[src/rtl/div_seq.sv]
// div_seq: restoring sequential divider, one quotient bit per clock, start/done handshake.
// Define DIV_SEQ_SIGNED_EN for two's-complement operands (adds a one-cycle sign FIX state).
module div_seq #(
  parameter int WIDTH = 8
) (
  input  logic             clk,
  input  logic             reset,
  input  logic             start,
  input  logic [WIDTH-1:0] dividend,
  input  logic [WIDTH-1:0] divisor,
  output logic [WIDTH-1:0] quotient,
  output logic [WIDTH-1:0] remainder,
  output logic             busy,
  output logic             done,
  output logic             div_by_zero
);
  localparam int CNT_W = $clog2(WIDTH) + 1;
`ifdef DIV_SEQ_SIGNED_EN
  typedef enum logic [1:0] {IDLE, ITER, FIX, DONE} state_t;
`else
  typedef enum logic [1:0] {IDLE, ITER, DONE} state_t;
`endif
  state_t           state;
  logic [WIDTH-1:0] p, q, d;
  logic [CNT_W-1:0] cnt;
  logic [WIDTH:0]   sh;
  logic [WIDTH+1:0] sub;
  logic             ge;
  logic [WIDTH-1:0] p_nx, q_nx, dvd_in, dvs_in, rem_zero;
  assign sh   = {p, q[WIDTH-1]};
  assign sub  = {1'b0, sh} - {2'b0, d};
  assign ge   = ~sub[WIDTH+1];
  assign p_nx = ge ? sub[WIDTH-1:0] : sh[WIDTH-1:0];
  assign q_nx = {q[WIDTH-2:0], ge};
`ifdef DIV_SEQ_SIGNED_EN
  logic neg_q, neg_r;
  assign dvd_in   = dividend[WIDTH-1] ? -dividend : dividend;
  assign dvs_in   = divisor[WIDTH-1] ? -divisor : divisor;
  // q still holds the dividend magnitude; re-apply its sign to report the raw dividend
  assign rem_zero = neg_r ? -q : q;
`else
  assign dvd_in   = dividend;
  assign dvs_in   = divisor;
  assign rem_zero = q;
`endif
  always_ff @(posedge clk or posedge reset) begin
    if (reset) begin
      state       <= IDLE;
      p           <= '0;
      q           <= '0;
      d           <= '0;
      cnt         <= '0;
      quotient    <= '0;
      remainder   <= '0;
      busy        <= 1'b0;
      done        <= 1'b0;
      div_by_zero <= 1'b0;
`ifdef DIV_SEQ_SIGNED_EN
      neg_q       <= 1'b0;
      neg_r       <= 1'b0;
`endif
    end else begin
      case (state)
        IDLE: if (start) begin
          q     <= dvd_in;
          d     <= dvs_in;
          p     <= '0;
          cnt   <= '0;
          busy  <= 1'b1;
          state <= ITER;
`ifdef DIV_SEQ_SIGNED_EN
          neg_q <= dividend[WIDTH-1] ^ divisor[WIDTH-1];
          neg_r <= dividend[WIDTH-1];
`endif
        end
        ITER: if (d == '0) begin
          quotient    <= '1;
          remainder   <= rem_zero;
          div_by_zero <= 1'b1;
          done        <= 1'b1;
          state       <= DONE;
        end else begin
          p   <= p_nx;
          q   <= q_nx;
          cnt <= cnt + 1'b1;
          if (cnt == CNT_W'(WIDTH - 1)) begin
            quotient  <= q_nx;
            remainder <= p_nx;
`ifdef DIV_SEQ_SIGNED_EN
            state     <= FIX;
`else
            done      <= 1'b1;
            state     <= DONE;
`endif
          end
        end
`ifdef DIV_SEQ_SIGNED_EN
        FIX: begin
          quotient  <= neg_q ? -quotient : quotient;
          remainder <= neg_r ? -remainder : remainder;
          done      <= 1'b1;
          state     <= DONE;
        end
`endif
        DONE: begin
          done        <= 1'b0;
          busy        <= 1'b0;
          div_by_zero <= 1'b0;
          state       <= IDLE;
        end
        default: state <= IDLE;
      endcase
    end
  end
endmodule

[config.mk]
export PLATFORM = sky130hd
export DESIGN_NAME = div_seq
export DESIGN_NICKNAME = d
export VERILOG_FILES = /design/src/rtl/div_seq.sv
export SDC_FILE = /design/constraint.sdc
export NUM_CORES = 1
export LEC_CHECK = 0
export BUFFER_PORTS_ARGS = -buffer_cell sky130_fd_sc_hd__buf_4
export CAP_MARGIN = 20
export CORE_MARGIN = 2
export CORE_UTILIZATION = 36
export DETAILED_ROUTE_END_ITERATION = 8
export GPL_ROUTABILITY_DRIVEN = 0
export SYNTH_ARGS = -nofsm -noshare
export SYNTH_HDL_FRONTEND = slang
export SYNTH_SLANG_ARGS = --single-unit
[constraint.sdc]
create_clock -name clk -period 3.7 [get_ports clk]
set_clock_uncertainty 0.2 [all_clocks]
set_input_delay 0.185 -clock clk [delete_from_list [all_inputs] [get_ports clk]]
set_output_delay 0.185 -clock clk [all_outputs]
set_load 0.01 [all_outputs]
; Word-level counts from Yosys, hierarchy flattened
; Index checks and enable logic that the tools add are counted.
[word_totals]
in_bits = 19
output_inout_bits = 19
regBits = 49
[op_classes]
muxes = 25
reduce_logical = 13
bitwise_logic = 1
eq_ne = 7
addsub = 2
[ops]
columns = operator, n
row1 = 2-to-1 mux 8 bit, 9
row2 = one-hot mux 8 bit (2 select lines), 2
row3 = AND reduction 2 bit, 6
row4 = subtractor 9 x 8 -> 10 bit, 1
row5 = logical NOT 8 bit, 1
row6 = 2-to-1 mux 4 bit, 2
row7 = one-hot mux 4 bit (2 select lines), 1
row8 = nonzero test 2 bit, 4
row9 = 2-to-1 mux 2 bit, 3
row10 = "!= test 2 bit, second input constant", 3
row11 = one-hot mux 1 bit (2 select lines), 3
row12 = "adder 4 x 1 -> 4 bit, second input constant", 1
row13 = "== test 4 x 3 -> 1 bit, second input constant", 1
row14 = 2-to-1 mux 1 bit, 4
row15 = one-hot mux 2 bit (2 select lines), 1
row16 = "!= test 3 bit, second input constant", 1
row17 = AND reduction 3 bit, 1
row18 = "== test 2 x 1 -> 1 bit, second input constant", 1
row19 = "== test 2 bit, second input constant", 1
row20 = logical NOT 2 bit, 1
row21 = NOT 1 bit, 1

; Depth between registers and ports, before layout
[logic_depth]
depth_word = 4
depth_mapped = 8
depth_no_buf = 8

; Worst setup path before layout
; No wires, ideal clock.
[synth_path]
kind = register -> register
startpoint = register p[5]
endpoint = register remainder[6]
slack_ns = 1.514
t_required_ns = 3.424
path_stages_with_launch = 8
synth_period_minus_slack_ns = 2.186
arrival_ns = 1.909
path_cell_list = dfrtp_1 > ha_1 > nand4_2 > a2111oi_4 > nor2_2 > buf_6 > a221o_1 > o21ai_1
[synth_via]
elab_chain_len = 4
[synth_rtl]
columns = item, line_no
row1 = from (decl), 24  ; logic [WIDTH-1:0] p, q, d;
row2 = from (signal assigned), 83  ; p <= p_nx;
row3 = subtractor 9 x 8 -> 10 bit, 31  ; assign sub = {1'b0, sh} - {2'b0, d};
row4 = 2-to-1 mux 8 bit *, 33  ; assign p_nx = ge ? sub[WIDTH-1:0] : sh[WIDTH-1:0];
row5 = 2-to-1 mux 8 bit *, 86  ; if (cnt == CNT_W'(WIDTH - 1)) begin
row6 = 2-to-1 mux 8 bit *, 76  ; ITER: if (d == '0) begin
row7 = to (signal assigned), 78  ; remainder <= rem_zero;
row8 = to (signal assigned), 88  ; remainder <= p_nx;
row9 = to (decl), 12  ; output logic [WIDTH-1:0] remainder,
; Mark *: on every way between the ends. The rest lies on a longest branch, timed or not. The select of a mux whose other input is x is not followed.
; A chain may end at the register's enable or synchronous reset.

; Worst setup path after layout
[layout_path]
startpoint = register p[5]
endpoint = register p[1]
[layout_via]
elab_chain_len = 4
[layout_rtl]
columns = item, line_no
row1 = subtractor 9 x 8 -> 10 bit, 31
row2 = 2-to-1 mux 8 bit, 33
row3 = 2-to-1 mux 8 bit, 76
row4 = one-hot mux 8 bit (2 select lines), 63  ; case (state)
; No other way between the ends. The select of a mux whose other input is x is not followed.

==> flow_metrics.py <==
metrics = {
    "cts": {
        "cts_setup_buffers": 0,
        "ctsResizeCount": 0,
        "clk_latency_ns": 0.32,
        "cts_buffers": 5,
        "path_clk_slew_ns": 0.10,
        "htreeDepth": 2,
        "cts-root-buf": "clkbuf_8",
        "cts.sinks": 49,
        "hold_buffers": 18,
        "cts_tree": "yes",
        "cts_buffer_depth": 2,
    },
    "grt": {
        "grt_pass1_wl_um": 10100,
        "overflow": 0,
        "grt_pass1_vias": 2022,
        "track_usage": 0.174,
        "grt_max_degree": 50,
        "antenna_found_initial": 0,
    },
    "final_layout": {
        "drive_gt1_frac": 0.199,
        "num_antenna_cells": 0,
        "nets": 336,
        "syn_to_final_growth_pct": 25.6,
    },
    "pwr": {
        "power_report.internal_total_uw": 1660,
        "p_comb_frac": 0.560,
        "power_leakage_uw": 0.00139,
        "p_seq_frac": 0.332,
        "ir_drop_v": 0.000313,
        "pwr-share-clk": 0.107,
        "switching_share": 0.451,
        "power.density_nw_per_um2": 971,
        "switching_power_uw": 1360,
        "total_power_uw": 3020,
    },
    "drt": {
        "drcViolationCount": 0,
        "first_pass_iters": 4,
        "vias_per_cell": 5.29,
        "first_iter_violations": 98,
        "wire_per_inst_um": 15.8,
        "routed_wl_um": 6120,
        "ant_nets": 0,
        "via_count": 2047,
    },
    "yosys": {
        "synth_fp_nets": 280,
        "synth_edf_count": 0,
        "ys_seq_elements": 49,
        "ys_top_cells_by_area": "dfrtp_1 (49%), o21ai_0 (6.1%), nand2_1 (5.5%), ha_1 (4.5%), a22oi_1 (4.2%)",
        "yosysMostFrequentCell": "dfrtp_1",
        "synth-seq-area-share": 0.495,
        "yosysTopAreaCellShare": 0.495,
        "synth_top_area_cell": "dfrtp_1",
        "syn-instance-count": 251,
        "ys_top_cells_by_count": "dfrtp_1 (49), nand2_1 (36), o21ai_0 (30)",
        "syn_area_um2": 2480,
        "ys_warn_count": 0,
        "synth_cell_types": 52,
        "avgSynthCellArea_um2": 9.87,
        "async_reset_ff_frac": 1.00,
        "synth_ff_type": "dfrtp_1",
    },
    "timing": {
        "period_minus_slack_ns": 2.66,
        "hold_viol": 0,
        "timing.final.max_slew_violations": 0,
        "setup_viol": 0,
        "fin_crit_sh": 0.719,
        "max_freq_mhz": 376,
        "rsz0062_at_grt": "false",
        "fin_ws_ns": 1.04,
        "tightest_slew_ns": 0.690,
        "fin_setup_tns_ns": 0,
        "max_slew_margin": 0.539,
        "holdWs_ns": 0.204,
    },
    "floorplanning": {
        "dieArea_um2": 7560,
        "ios": 38,
        "fp-row-count": 30,
        "start_util": 0.369,
        "core_area_um2": 6720,
        "dieWidth_um": 87.0,
        "dieHeight_um": 87.0,
    },
    "setup_path": {
        "worstReg2RegEnd": "p[1]",
        "arrival_ns": 2.68,
        "rrSetupSlack_ns": 1.04,
        "critPathCaptureType": "flip-flop",
        "crit_type": "reg -> reg",
        "critPathLaunchType": "flip-flop",
        "ff2ff_path_depth": 6,
        "reg2reg_from": "p[5]",
        "cp_max_fo": 11,
        "crit_required_ns": 3.72,
    },
    "hold_path": {
        "hold_class": "in -> async",
    },
    "placed_design": {
        "post-dp-hpwl_um": 4240,
        "io_buffer_count": 37,
        "preCtsSetupSlack_ns": 1.06,
    },
    "status": {
        "status": "complete, no violations",
    },
    "job": {
        "drv_cap": 0,
    },
}
## power by group through the flow
stage,Clock (uW),Sequential [uW],Combinational (uW)
CTS,334,1010,1700
detailed placement,0,1020,1680
floorplan,0,995,1200
global route,356,1040,1900
global placement,0,1010,1640
finish,324,1000,1690
## state kept, by name (all words and copies together), names as in the netlist
register / count
busy: 1
cnt: 4
d: 8
div_by_zero: 1
done: 1
p: 8
q: 8
quotient: 8
remainder: 8
state: 2
## cell families (layout without fill, tap and decap cells)
family	after synthesis	count (layout)	synth area share
and+or+nand+nor	78	78	0.148
DFF	49	49	0.495
AOI/OAI and AO/OA	80	80	0.221
muxes	7	7	0.0308
buffers and inverters	24	80	0.0404
xor gates and xnor gates	3	3	0.0106
adders and majority gates	10	10	0.0535
## cell type report
cell class | instances | area, um2
clock buffer | 5 | 68.8
clock inverter | 2 | 16.3
fill | 642 | 3610
inverter | 15 | 56.3
multi-input combinational | 178 | 1150
sequential | 49 | 1230
tap | 80 | 100
timing repair buffer | 58 | 493
## how the worst max path moves through the flow
stage / cells past startpoint / endpoint / startpoint
after floorplan: 7 / remainder[6] / p[5]
after global placement: 6 / remainder[3] / p[5]
after detailed placement: 6 / remainder[1] / p[5]
after CTS: 6 / p[3] / p[5]
after global routing: 6 / p[3] / p[5]
final: 6 / p[1] / p[5]
## metal layers
metal | GRT usage | share of wire | wire [um] | vias to the layer above
met3 | 0.0332 | 0.034 | 207 | 9
met2 | 0.266 | 0.46 | 2840 | 40
met1 | 0.242 | 0.48 | 2960 | 983
met4 | 0.0682 | 0.019 | 114 | 0
li1 | - | - | - | 1015
met5 | 0 | 0 | 0 | -
## placed cells by master, fill, tap and decap left out, drive strengths merged, types with 2 or more instances in the layout
cell type,count
a21oi,10
a22oi,14
a32oi,2
buf,40
clkbuf,5
dfrtp,49
dlygate4sd3,18
ha,9
inv,15
mux2,2
mux2i,5
nand2,36
nand3,11
nor2,13
nor4,2
o21ai,34
o22a,6
o311ai,2
o32a,2
or2,2
or3,3
xor2,2
## through the flow
step | instance area [um2] | instances | util
after global placement | 2830 | 361 | 0.421
final | 3110 | 387 | 0.463
after global routing | 3110 | 387 | 0.463
after floorplan | 2480 | 251 | -
after detailed placement | 2830 | 361 | 0.421
after CTS | 3090 | 386 | 0.460
## worst max-delay path, stage by stage (launching register included)
cell and delay, ns:
dfrtp_1 0.43, ha_1 0.40, a21oi_1 0.23, o221ai_1 0.20, nor2_2 0.54, mux2_2 0.42, o21ai_0 0.15
No activity file was read; power rests on OpenSTA's default activity.
